<file path="config.mk">
export PLATFORM = sky130hd
export DESIGN_NAME = mole_round_engine
export DESIGN_NICKNAME = d
export VERILOG_FILES = /design/src/rtl/mole_round_engine.sv
export SDC_FILE = /design/constraint.sdc
export NUM_CORES = 1
export LEC_CHECK = 0
export ABC_CLOCK_PERIOD_IN_PS = 2650
export CORE_ASPECT_RATIO = 0.7
export CORE_MARGIN = 2
export CORE_UTILIZATION = 52
export DETAILED_ROUTE_END_ITERATION = 12
export PLACE_DENSITY = 0.76
export SLEW_MARGIN = 20
export SYNTH_ARGS = -nofsm -noshare
export SYNTH_HDL_FRONTEND = slang
export SYNTH_SLANG_ARGS = --single-unit
</file>
<file path="constraint.sdc">
create_clock -name clk -period 2.65 [get_ports clk]
set_clock_uncertainty 0.1 [all_clocks]
set_input_delay 0.265 -clock clk [delete_from_list [all_inputs] [get_ports clk]]
set_output_delay 0.265 -clock clk [all_outputs]
set_load 0.005 [all_outputs]
</file>
<file path="src/rtl/mole_round_engine.sv">
// rtl/mole_round_engine.sv - whack-a-mole round engine: N_ROUNDS rounds, hit/miss scoring, score RAM save; optional MOLE_SPEEDUP_EN shortens SHOW each round
module mole_round_engine #(
  parameter int N_MOLES      = 4,
  parameter int SCORE_W      = 8,
  parameter int ADDR_W       = 5,
  parameter int N_ROUNDS     = 16,
  parameter int TICK_DIV     = 50000000,
  parameter int SHOW_TICKS   = 3,
  parameter int GAP_TICKS    = 1,
  parameter int MISS_PENALTY = 1
) (
  input  logic               clk,
  input  logic               Reset,
  input  logic               start,
  input  logic [N_MOLES-1:0] hit_btn,
  output logic [N_MOLES-1:0] mole_onehot,
  output logic [SCORE_W-1:0] score,
  output logic [7:0]         round,
  output logic               busy,
  output logic               game_over,
  output logic               wren,
  output logic [ADDR_W-1:0]  address,
  output logic [SCORE_W-1:0] data_out
);

  localparam int SEL_W = $clog2(N_MOLES);
  localparam int CNT_W = $clog2(TICK_DIV);
  localparam logic [N_MOLES-1:0] ONE = N_MOLES'(1);
  localparam logic [15:0] GAP_LAST = 16'(GAP_TICKS - 1);

  typedef enum logic [2:0] {IDLE, LOAD, SHOW, GAP, SAVE, DONE} state_t;

  state_t             state_q, state_d;
  logic [CNT_W-1:0]   cnt_q, cnt_d;
  logic [15:0]        tk_q, tk_d;
  logic [7:0]         lfsr_q, lfsr_d;
  logic [SEL_W-1:0]   sel_q, sel_d;
  logic [N_MOLES-1:0] btn_q, mole_q, mole_d;
  logic [SCORE_W-1:0] score_q, score_d, dout_q, dout_d;
  logic [7:0]         round_q, round_d;
  logic               busy_q, busy_d, over_q, over_d, wren_q, wren_d;
  logic [ADDR_W-1:0]  addr_q, addr_d, slot_q, slot_d;

  logic [N_MOLES-1:0] rise;
  logic               tick, wrong;
  logic [SEL_W-1:0]   cand, new_sel;
  logic [15:0]        show_last;

  assign rise  = hit_btn & ~btn_q;
  assign wrong = |(rise & ~mole_q);
  assign tick  = ((state_q == SHOW) || (state_q == GAP)) && (cnt_q == CNT_W'(TICK_DIV - 1));

`ifdef MOLE_SPEEDUP_EN
  assign show_last = (int'(round_q) >= SHOW_TICKS - 1) ? 16'd0 : 16'(SHOW_TICKS - 1 - int'(round_q));
`else
  assign show_last = 16'(SHOW_TICKS - 1);
`endif

  // Next mole: LFSR modulo N_MOLES, bumped by one if it would repeat the previous mole
  always_comb begin
    cand    = SEL_W'(lfsr_q % 8'(N_MOLES));
    new_sel = cand;
    if (cand == sel_q) begin
      new_sel = (cand == SEL_W'(N_MOLES - 1)) ? '0 : cand + SEL_W'(1);
    end
  end

  // Next-state and registered-output logic for the game sequencer
  always_comb begin
    state_d = state_q;
    cnt_d   = cnt_q;
    tk_d    = tk_q;
    sel_d   = sel_q;
    score_d = score_q;
    round_d = round_q;
    slot_d  = slot_q;
    addr_d  = addr_q;
    dout_d  = dout_q;
    lfsr_d  = {lfsr_q[6:0], lfsr_q[7] ^ lfsr_q[5] ^ lfsr_q[4] ^ lfsr_q[3]};

    case (state_q)
      IDLE, DONE: if (start) state_d = LOAD;
      LOAD: begin
        score_d = '0;
        round_d = '0;
        state_d = SHOW;
      end
      SHOW: begin
        if (rise[sel_q]) begin
          // a hit wins over a simultaneous wrong press and over a timeout
          if (score_q != '1) score_d = score_q + SCORE_W'(1);
          state_d = GAP;
        end else begin
          if (wrong && (MISS_PENALTY == 1) && (score_q != '0)) score_d = score_q - SCORE_W'(1);
          if (tick && (tk_q == show_last)) state_d = GAP;
        end
      end
      GAP: begin
        if (tick && (tk_q == GAP_LAST)) begin
          if (round_q == 8'(N_ROUNDS - 1)) begin
            state_d = SAVE;
          end else begin
            round_d = round_q + 8'd1;
            state_d = SHOW;
          end
        end
      end
      SAVE: begin
        slot_d  = slot_q + ADDR_W'(1);
        state_d = DONE;
      end
      default: state_d = IDLE;
    endcase

    // tick divider restarts on every state entry and only runs while a mole cycle is in progress
    if (state_d != state_q) begin
      cnt_d = '0;
      tk_d  = '0;
    end else if ((state_q == SHOW) || (state_q == GAP)) begin
      if (tick) begin
        cnt_d = '0;
        tk_d  = tk_q + 16'd1;
      end else begin
        cnt_d = cnt_q + CNT_W'(1);
      end
    end

    if ((state_d == SHOW) && (state_q != SHOW)) sel_d = new_sel;
    mole_d = (state_d == SHOW) ? (ONE << sel_d) : '0;
    busy_d = (state_d == LOAD) || (state_d == SHOW) || (state_d == GAP) || (state_d == SAVE);
    over_d = (state_d == DONE);
    wren_d = (state_d == SAVE);
    if (state_d == SAVE) begin
      addr_d = slot_q;
      dout_d = score_q;
    end
  end

  // State and datapath registers; synchronous reset aborts any game in progress
  always_ff @(posedge clk) begin
    if (Reset) begin
      state_q <= IDLE;
      cnt_q   <= '0;
      tk_q    <= '0;
      lfsr_q  <= 8'h5A;
      sel_q   <= '0;
      btn_q   <= '0;
      mole_q  <= '0;
      score_q <= '0;
      round_q <= '0;
      busy_q  <= 1'b0;
      over_q  <= 1'b0;
      wren_q  <= 1'b0;
      addr_q  <= '0;
      dout_q  <= '0;
      slot_q  <= '0;
    end else begin
      state_q <= state_d;
      cnt_q   <= cnt_d;
      tk_q    <= tk_d;
      lfsr_q  <= lfsr_d;
      sel_q   <= sel_d;
      btn_q   <= hit_btn;
      mole_q  <= mole_d;
      score_q <= score_d;
      round_q <= round_d;
      busy_q  <= busy_d;
      over_q  <= over_d;
      wren_q  <= wren_d;
      addr_q  <= addr_d;
      dout_q  <= dout_d;
      slot_q  <= slot_d;
    end
  end

  assign mole_onehot = mole_q;
  assign score       = score_q;
  assign round       = round_q;
  assign busy        = busy_q;
  assign game_over   = over_q;
  assign wren        = wren_q;
  assign address     = addr_q;
  assign data_out    = dout_q;

endmodule

</file>
==> metrics.yaml <==
status:
  outcome: "finished, violations left"
  violations: "setup timing"
grt:
  use_met3: 0.0642
  grt_usage: 0.228
  first_global_vias: 3839
  globalRouteOverflowTotal: 0
  grt_pass1_wl_microns: 18400
  grt_start_max_net_pins: 50
  antenna_found_initial: 0
  grtUsageMet2: 0.356
  top_usage_layer: "met2"
  grt_use_met1: 0.315
die:
  die_w_microns: 118
  ios: 43
  die_height_microns: 83.5
  fp-row-count: 28
  dieArea_sq_um: 9820
  initial_core_util: 0.545
  core_area_sq_um: 8620
route:
  first_iter_violations: 269
  postRouteAntennaNets: 0
  drc: 0
  num_vias: 4075
  routedWlPerCell_microns: 15.0
  routed_wl_microns: 11200
  drt-pass1-iter-count: 5
  vias_per_cell: 5.43
synth:
  async_flop_share: 0
  dominantRegCellSynth: "dfxtp_1"
  ys_seq_elements: 100
  syn-num-nets: 564
  yosysSeqAreaShare: 0.426
  synth_edf_count: 0
  synth_cell_types: 57
  ys_warn_count: 0
  syn_avg_cell_area_sq_um: 8.65
  syn_inst: 543
  synth_area_sq_um: 4700
clocking:
  clk_path_buf_depth: 2
  clock_latency_ns: 0.35
  cts_made_buffers: 9
  cts_tree: "yes"
  cts-root-buf: "clkbuf_16"
  htreeDepth: 3
  clkTransAtPathRegs_ns: 0.06
  clock_sinks: 100
critical_path:
  r2r_slack_ns: -0.07
  start_kind: "flip-flop"
  rr_worst_depth: 10
  crit_path_end_kind: "flip-flop"
  arrival_ns: 2.90
  crit_type: "reg -> reg"
  rr_startpoint: "sel_q[0]$_SDFF_PP0_"
  critPathMaxFanout: 4
  reg2reg_to: "score[7]$_SDFFE_PP0P_"
  crit_required_ns: 2.82
timing:
  holdWs_ns: 0.185
  min_period_over_period: 1.03
  fin_ws_ns: -0.0732
  clock.fmax_mhz: 367
  rsz0062_at_grt: "true"
  fin_crit_ns: 2.72
  tightest_slew_ns: 0.623
  finalSetupViolCount: 3
  relSlewSlack: 0.574
  setup_tns_ns: -0.127
  slew_viol_final: 0
  finalHoldViolCount: 0
pwr:
  power_mw: 3.45
  leakagePower_nw: 2.20
  peakVddDrop_v: 0.000365
  p_per_area_nw_per_um2: 577
placement:
  port-buffer-count: 42
  post-place-cells: 727
  pre_cts_slack_ns: -0.499
  dp_hpwl_microns: 7800
  globalplace.congestion: 0.855
layout:
  antennaDiodeCount: 0
  area_delta_synth_final_pct: 27.1
  nFillCells: 670
  fin_cells: 750
  fin_nets: 646
  drive_gt1_frac: 0.165
hold_path:
  min_from: "hit_btn[3]"
  min_delay_worst_endpoint: "btn_q[3]$_SDFF_PP0_"
  min_path_cells: 2
  min_path_type: "in -> reg"
job:
  drv_cap: 0
cell type report:
cell class                 count  area [sq um]  area share
multi-input combinational    411          2660       0.446
sequential                   100          2010       0.336
timing repair buffer          87           766       0.128
clock buffer                   9           225      0.0377
tap                          120           150      0.0252
clock inverter                 7          97.6      0.0163
inverter                      16          62.6      0.0105
worst max-delay path by stage:
| stage | start | endpoint | cells after the start |
|---|---|---|---|
| after floorplan | sel_q[0]$_SDFF_PP0_ | score[7]$_SDFFE_PP0P_ | 10 |
| after global placement | hit_btn[3] | score[7]$_SDFFE_PP0P_ | 12 |
| after detailed placement | hit_btn[3] | score[7]$_SDFFE_PP0P_ | 12 |
| after CTS | sel_q[0]$_SDFF_PP0_ | score[7]$_SDFFE_PP0P_ | 10 |
| after global routing | sel_q[0]$_SDFF_PP0_ | score[7]$_SDFFE_PP0P_ | 10 |
| final | sel_q[0]$_SDFF_PP0_ | score[7]$_SDFFE_PP0P_ | 10 |
registers in the layout (all words and copies together) (netlist names):
signal	count
round	8
cnt_q	26
btn_q	4
data_out	8
state_q	3
wren	1
lfsr_q	8
tk_q	16
address	5
sel_q	2
game_over	1
mole_onehot	4
busy	1
score	8
slot_q	5
metrics by stage:
stage,utilization,area [sq um]
6_report,0.693,5970
3_5_place_dp,0.636,5480
3_3_place_gp,0.636,5480
5_1_grt,0.693,5970
4_1_cts,0.681,5870
2_1_floorplan,-,4720
timing repair:
action | in CTS | in global routing
hold endpoints to repair | 0 | 0
pin swaps | 7 | 12
hold buffers | 0 | 0
cloned | 0 | 0
buffers inserted | 3 | 4
gates resized for setup | 16 | 12
setup endpoints to repair | 3 | 32
logic make-up (layout without fill, tap and decap cells):
| kind of cell | count (synthesis) | count (layout) | synth area share |
|---|---|---|---|
| compound gates | 56 | 56 | 0.0762 |
| simple gates | 275 | 275 | 0.296 |
| mux | 9 | 9 | 0.0218 |
| buf+inv | 32 | 119 | 0.0344 |
| xor+xnor | 57 | 57 | 0.106 |
| fa+ha+maj | 14 | 14 | 0.0389 |
| flops | 100 | 100 | 0.426 |
critical path, stage by stage (launching register included):
cell and delay, ns:
dfxtp_2 0.35, mux4_2 0.58, inv_4 0.12, ha_4 0.19
a21o_1 0.16, a21oi_2 0.17, o21ai_2 0.10, o41ai_4 0.32
xnor2_1 0.13, or3_1 0.31, a31oi_1 0.12
Yosys cell counts, drive strengths merged, types with 9 or more instances:
library cell / n / area [sq um]
a21oi: 31 / 159
ha: 13 / 163
or3: 11 / 68.8
buf: 9 / 75.1
xnor2: 31 / 272
nand3: 19 / 100
nor2: 92 / 345
nand4: 16 / 106
xor2: 26 / 228
nor2b: 12 / 75.1
nor4: 9 / 62.6
nor3: 15 / 90.1
nand2: 63 / 236
dfxtp: 100 / 2000
inv: 16 / 60.1
metal layers:
layer | up-vias | part of all wire
met1 | 1949 | 0.50
met4 | 0 | 0.0090
met5 | - | 0
li1 | 2024 | -
met3 | 9 | 0.035
met2 | 93 | 0.46
cell usage in the layout, fill, tap and decap left out, drive strengths merged, types with 16 or more instances in the layout:
| cell | n |
|---|---|
| buf | 45 |
| nand4 | 16 |
| xor2 | 26 |
| nand2 | 63 |
| dfxtp | 100 |
| clkdlybuf4s50 | 38 |
| a21oi | 31 |
| nor2 | 92 |
| xnor2 | 31 |
| inv | 18 |
| nand3 | 19 |
power by group:
| group | total (mW) | switching, mW | internal (mW) | leakage (nW) |
|---|---|---|---|---|
| Sequential | 1.57 | 0.0366 | 1.54 | 0.812 |
| Combinational | 0.452 | 0.237 | 0.215 | 1.24 |
| Clock | 1.42 | 0.589 | 0.832 | 0.152 |
| Total | 3.45 | 0.862 | 2.58 | 2.20 |
Note: power is estimated with default switching activity, not from simulation.
